`src/rtl/data_sram_ctrl_pkg.sv`:
```
// Shared definitions for the data-side SRAM controller: access-size codes,
// FSM states, default wait count and the alignment check.
package data_sram_ctrl_pkg;

  localparam int unsigned WAIT_CYCLES_DEFAULT = 2;

  typedef enum logic [1:0] {
    SEL_WORD = 2'b00,
    SEL_HALF = 2'b01,
    SEL_BYTE = 2'b10,
    SEL_RSVD = 2'b11
  } sel_t;

  typedef enum logic [1:0] {
    ST_IDLE,
    ST_SETUP,
    ST_ACCESS,
    ST_DONE
  } state_t;

  // True when the access cannot be issued: misaligned word/halfword or reserved size.
  function automatic logic access_bad(input sel_t s, input logic [1:0] a);
    case (s)
      SEL_WORD: return a != 2'b00;
      SEL_HALF: return a[0];
      SEL_BYTE: return 1'b0;
      default:  return 1'b1;
    endcase
  endfunction

endpackage

```
`src/rtl/data_sram_ctrl_lane.sv`:
```
// Byte-lane logic: byte-enable generation, store data alignment and
// load data extraction with zero/sign extension.
module sram_lane
  import data_sram_ctrl_pkg::*;
(
  input  sel_t        sel,
  input  logic [1:0]  addr_lo,
  input  logic        signed_ld,
  input  logic [31:0] wdata,
  input  logic [31:0] din,
  output logic [3:0]  be_n,
  output logic [31:0] wdata_al,
  output logic [31:0] rdata_ext
);

  logic [7:0]  rbyte;
  logic [15:0] rhalf;

  // Lane selection for all access sizes; reserved size leaves every lane disabled.
  always_comb begin
    be_n      = '1;
    wdata_al  = wdata;
    rdata_ext = din;
    case (addr_lo)
      2'd0:    rbyte = din[7:0];
      2'd1:    rbyte = din[15:8];
      2'd2:    rbyte = din[23:16];
      default: rbyte = din[31:24];
    endcase
    rhalf = addr_lo[1] ? din[31:16] : din[15:0];
    case (sel)
      SEL_WORD: be_n = 4'b0000;
      SEL_HALF: begin
        be_n      = addr_lo[1] ? 4'b0011 : 4'b1100;
        wdata_al  = {2{wdata[15:0]}};
        rdata_ext = {{16{signed_ld & rhalf[15]}}, rhalf};
      end
      SEL_BYTE: begin
        be_n      = ~(4'b0001 << addr_lo);
        wdata_al  = {4{wdata[7:0]}};
        rdata_ext = {{24{signed_ld & rbyte[7]}}, rbyte};
      end
      default: ;
    endcase
  end

endmodule

```
`src/rtl/data_sram_ctrl.sv`:
```
// CPU data-port to asynchronous SRAM controller: one access at a time,
// SETUP / ACCESS (WAIT_CYCLES) / DONE strobe sequence, early error completion.
module data_sram_ctrl
  import data_sram_ctrl_pkg::*;
#(
  parameter int unsigned WAIT_CYCLES = WAIT_CYCLES_DEFAULT,
  parameter int unsigned SRAM_AW     = 20
) (
  input  logic               clk,
  input  logic               rst,
  input  logic               req,
  input  logic               we,
  input  logic [1:0]         sel,
  input  logic               signed_ld,
  input  logic [31:0]        addr,
  input  logic [31:0]        wdata,
  output logic               ready,
  output logic               err,
  output logic [31:0]        rdata,
  output logic               busy,
  output logic [SRAM_AW-1:0] sram_addr,
  output logic [3:0]         sram_be_n,
  output logic               sram_ce_n,
  output logic               sram_oe_n,
  output logic               sram_we_n,
  output logic [31:0]        sram_dout,
  output logic               sram_doe,
  input  logic [31:0]        sram_din
);

  state_t             state, state_nx;
  logic [2:0]         cnt;
  logic               t_we, t_signed, t_err;
  sel_t               t_sel;
  logic [SRAM_AW+1:0] t_addr;
  logic [31:0]        t_wdata;
  logic               bad_in;
  logic               strobe;
  logic [3:0]         lane_be_n;
  logic [31:0]        lane_wdata, lane_rdata;
  logic               unused_addr_hi;

  assign bad_in         = access_bad(sel_t'(sel), addr[1:0]);
  assign unused_addr_hi = ^addr[31:SRAM_AW+2];

  sram_lane u_lane (
    .sel       (t_sel),
    .addr_lo   (t_addr[1:0]),
    .signed_ld (t_signed),
    .wdata     (t_wdata),
    .din       (sram_din),
    .be_n      (lane_be_n),
    .wdata_al  (lane_wdata),
    .rdata_ext (lane_rdata)
  );

  // State register.
  always_ff @(posedge clk or negedge rst) begin
    if (!rst) state <= ST_IDLE;
    else      state <= state_nx;
  end

  // ACCESS-phase down-counter, loaded during SETUP.
  always_ff @(posedge clk or negedge rst) begin
    if (!rst)                                cnt <= '0;
    else if (state == ST_SETUP)              cnt <= 3'(WAIT_CYCLES - 1);
    else if (state == ST_ACCESS && cnt != 0) cnt <= cnt - 3'd1;
  end

  // Transaction capture on acceptance; later input changes are ignored.
  always_ff @(posedge clk or negedge rst) begin
    if (!rst) begin
      t_we     <= 1'b0;
      t_signed <= 1'b0;
      t_err    <= 1'b0;
      t_sel    <= SEL_WORD;
      t_addr   <= '0;
      t_wdata  <= '0;
    end else if (state == ST_IDLE && req) begin
      t_we     <= we;
      t_signed <= signed_ld;
      t_err    <= bad_in;
      t_sel    <= sel_t'(sel);
      t_addr   <= addr[SRAM_AW+1:0];
      t_wdata  <= wdata;
    end
  end

  // Load result, sampled on the final ACCESS edge only.
  always_ff @(posedge clk or negedge rst) begin
    if (!rst)                                        rdata <= '0;
    else if (state == ST_ACCESS && cnt == 0 && !t_we) rdata <= lane_rdata;
  end

  // Next-state and strobe/handshake outputs.
  always_comb begin
    state_nx  = state;
    ready     = 1'b0;
    err       = 1'b0;
    busy      = (state != ST_IDLE);
    strobe    = 1'b0;
    sram_oe_n = 1'b1;
    sram_we_n = 1'b1;
    case (state)
      ST_IDLE:   if (req) state_nx = bad_in ? ST_DONE : ST_SETUP;
      ST_SETUP: begin
        strobe   = 1'b1;
        state_nx = ST_ACCESS;
      end
      ST_ACCESS: begin
        strobe    = 1'b1;
        sram_oe_n = t_we;
        sram_we_n = ~t_we;
        if (cnt == 0) state_nx = ST_DONE;
      end
      ST_DONE: begin
        // Stores keep chip select and data driven one more cycle for hold time.
        strobe   = t_we & ~t_err;
        ready    = 1'b1;
        err      = t_err;
        state_nx = ST_IDLE;
      end
      default:   state_nx = ST_IDLE;
    endcase
    sram_ce_n = ~strobe;
    sram_be_n = strobe ? lane_be_n : '1;
    sram_doe  = strobe & t_we;
    sram_dout = sram_doe ? lane_wdata : '0;
    sram_addr = t_addr[SRAM_AW+1:2];
  end

endmodule

```
`config.mk`:
```
export PLATFORM = sky130hd
export DESIGN_NAME = data_sram_ctrl
export DESIGN_NICKNAME = d
export VERILOG_FILES = /design/src/rtl/data_sram_ctrl_pkg.sv /design/src/rtl/data_sram_ctrl_lane.sv /design/src/rtl/data_sram_ctrl.sv
export SDC_FILE = /design/constraint.sdc
export NUM_CORES = 1
export LEC_CHECK = 0
export CORE_UTILIZATION = 45
export DETAILED_ROUTE_END_ITERATION = 16
export PLACE_DENSITY_LB_ADDON = 0.12
export SYNTH_ARGS = -nofsm -noshare
export SYNTH_HDL_FRONTEND = slang
export SYNTH_SLANG_ARGS = --single-unit
```
`constraint.sdc`:
```
create_clock -name clk -period 4.05 [get_ports clk]
set_input_delay 0.6075 -clock clk [delete_from_list [all_inputs] [get_ports clk]]
set_output_delay 0.6075 -clock clk [all_outputs]
set_load 0.02 [all_outputs]
```
==> out/metrics.cfg <==
[outcome]
status = finished, final reports clean

[drt]
via_per_inst = 5.370
ant_nets = 0
wl_per_cell_um = 17.56
num_vias = 4291
drc = 0
drtIter0Drc = 251
drtPass1Iterations = 4
wl_um = 14030

[grt]
grt-ovfl-total = 0
grt_usage_pct = 24.48
grt_antenna_before_repair = 1
grt_pass1_vias = 4397
grt_max_degree = 82
grt_pass1_wl_um = 22250

[clock_network]
cts_buffer_depth = 2
cts.sinks = 96
cts_hold_buf = 0
ctsHtreeMaxLevel = 3
cts_setup_buffers = 0
clockRootBuffer = clkbuf_16
cts.clk_slew.worst_paths_ns = 0.07
numCtsBuffers = 9
cts_resized = 0
cts_tree = done
clkLatencyLatePin_ns = 0.34

[critical_path]
end_kind = output pin
cp-start-kind = flip-flop
r2r_cells = 4
path_max_fanout = 23
worstPathArrival_ns = 3.00
worstPathRequired_ns = 3.44
r2r_slack_ns = 1.50
r2r-start = t_addr[1]
critPathKind = flip-flop to output pin
r2r-end = rdata[17]

[sta]
maxSlewViolCount = 0
grt_setup_unrepaired = no
fin_crit_ns = 3.608
max_freq_mhz = 277.1
timing.slew.headroom_pct = 30.08
period_share_pct = 89.10
tns_ns = 0
worst_pin_slew_ns = 1.049
hold_viol = 0
fin_skew_ns = 0.007500
whs_ns = 0.4261
setup_viol = 0

[power_and_ir_drop]
power.total_mw = 6.335
powerDensity_nw_per_um2 = 874.0
vdd_ir_drop_max_mv = 0.4855
p_leak_nw = 3.049

[synthesis]
ys_seq_area_share_pct = 46.66
synth_nets = 615
synth_area_um2 = 5149
ys_warn_count = 0
synth.distinct_cells = 40
syn_inst = 502
syn_avg_cell_area_um2 = 10.26
ys_ff_latch = 96

[die]
die_h_um = 109.0
core-area_um2 = 10980
fp.dieW_um = 109.0
fp-row-count = 38
die_area_um2 = 11870
start_util_pct = 46.88
io_pins = 198

[placed_design]
post-dp-hpwl_um = 9815
dp.cells = 782
gp_congestion = 0.8337
portBuffers = 187

[final_layout]
synthToLayoutAreaGrowth_pct = 40.78
final_util_pct = 65.99
fin_nets = 766
finalNonFillerCells = 799
drive_above_1_share_pct = 15.81
fillers = 884

[min_path]
hold_class = primary input to asynchronous set/reset pin

[run]
drv_cap = 0

[per-layer routing]
layer	share of wire, %	up-vias	track usage [%]
met5	0	-	0
met4	2.3	0	8.784
met3	6.2	20	5.260
met2	47	142	39.13
met1	45	2093	32.70
li1	-	2036	-
[worst max-delay path, cell delays in order (launching register included)]
cell and delay [ns]:
dfrtp_1 0.40, inv_1 0.10, ha_1 0.34, o21ai_2 0.79, inv_2 0.25, nand2_1 0.15, a21oi_1 0.06, clkdlybuf4s50_1 0.57
[synth_stat cells]
cell	instances	area, um2
nand2_1	32	120.1
o22ai_1	4	25.02
nand3b_1	14	105.1
nor3_1	5	25.02
nand4_1	1	6.260
buf_2	6	30.03
dfrtp_1	96	2402
and3b_1	2	17.52
clkbuf_1	18	67.56
a2111o_1	1	11.26
o31ai_1	1	7.510
nand3_2	10	100.1
o22a_1	1	8.760
or2_2	1	6.260
buf_6	1	11.26
and2_1	9	56.30
xnor2_1	1	8.760
a222oi_1	3	30.03
buf_1	7	26.28
a22oi_1	22	165.2
o21ai_0	18	90.09
nor2b_1	10	62.56
inv_2	1	3.750
mux2i_1	15	150.1
o21ai_1	1	5.000
mux2_2	66	743.2
ha_1	10	125.1
a21oi_1	27	135.1
o211a_1	1	10.01
or3_1	2	12.51
a21boi_0	1	7.510
nor3b_1	1	7.510
o21bai_1	1	7.510
nand3_1	23	115.1
o32a_1	1	10.01
nor3_2	1	10.01
nor2_1	49	183.9
inv_1	12	45.04
nand2b_1	7	43.79
buf_4	20	150.1
[layout make-up]
type                       instances  area [um2]  share of cell area [%]
multi-input combinational        341        2421                   33.40
sequential                        96        2402                   33.14
inverter                          13       48.80                  0.6732
timing repair buffer             192        1907                   26.31
clock inverter                     5       38.79                  0.5351
tap                              140       175.2                   2.417
clock buffer                      11       252.7                   3.487
antenna                            1       2.502                 0.03452
[stage by stage]
step | instance area, um2 | setup WS, ns
floorplan | 5149 | 1.547
global placement | 6954 | 0.7839
detailed placement | 6954 | 0.7857
CTS | 7246 | 0.4140
global route | 7246 | 0.1290
finish | 7248 | 0.4415
[state kept, by name, summed over array words and instances, names as in the netlist]
name,count
t_we,1
t_addr,22
state,2
t_wdata,32
t_signed,1
cnt,3
rdata,32
t_err,1
t_sel,2
[power breakdown]
group          switching (mW)  internal, mW
clock network           0.377         0.454
registers               0.380          1.44
logic                    1.94          1.74
total                    2.69          3.64
[worst max-delay path by stage]
stage,start,to,slack (ns),cells after the start
6_report,state[0],sram_dout[15],0.44,7
3_3_place_gp,state[0],sram_dout[0],0.78,6
5_1_grt,state[0],sram_dout[31],0.13,7
2_1_floorplan,t_sel[0],sram_dout[16],1.55,7
4_1_cts,state[0],sram_dout[2],0.41,6
3_5_place_dp,state[0],sram_dout[0],0.79,6
[placed cells by master (no fill, tap or decap), types with 2 or more instances in the layout]
cell type        count
a21oi_1             27
a222oi_1             3
a22oi_1             22
and2_1               9
and3b_1              2
buf_4                6
clkbuf_16            9
clkbuf_8             2
clkdlybuf4s50_1    186
clkinv_4             2
dfrtp_1             96
ha_1                 9
inv_1               12
mux2_2              66
mux2i_1             15
nand2_1             31
nand2b_1             7
nand3_1             23
nand3_2             10
nand3b_1            14
nor2_1              49
nor2b_1             10
nor3_1               5
o21ai_0             18
o22ai_1              4
or3_1                2
[cell families (layout without fill, tap and decap cells)]
group	Yosys count	in the layout	synth area share [%]
AND/OR/NAND/NOR	167	167	16.94
flip-flops	96	96	46.66
AO/OA/AOI/OAI	82	82	9.964
multiplexers	81	81	17.35
buffers and inverters	65	221	6.488
adder cells (fa/ha/maj)	10	10	2.430
XOR/XNOR	1	1	0.1701
other	0	1	0
No activity file was read; power rests on OpenSTA's default activity.
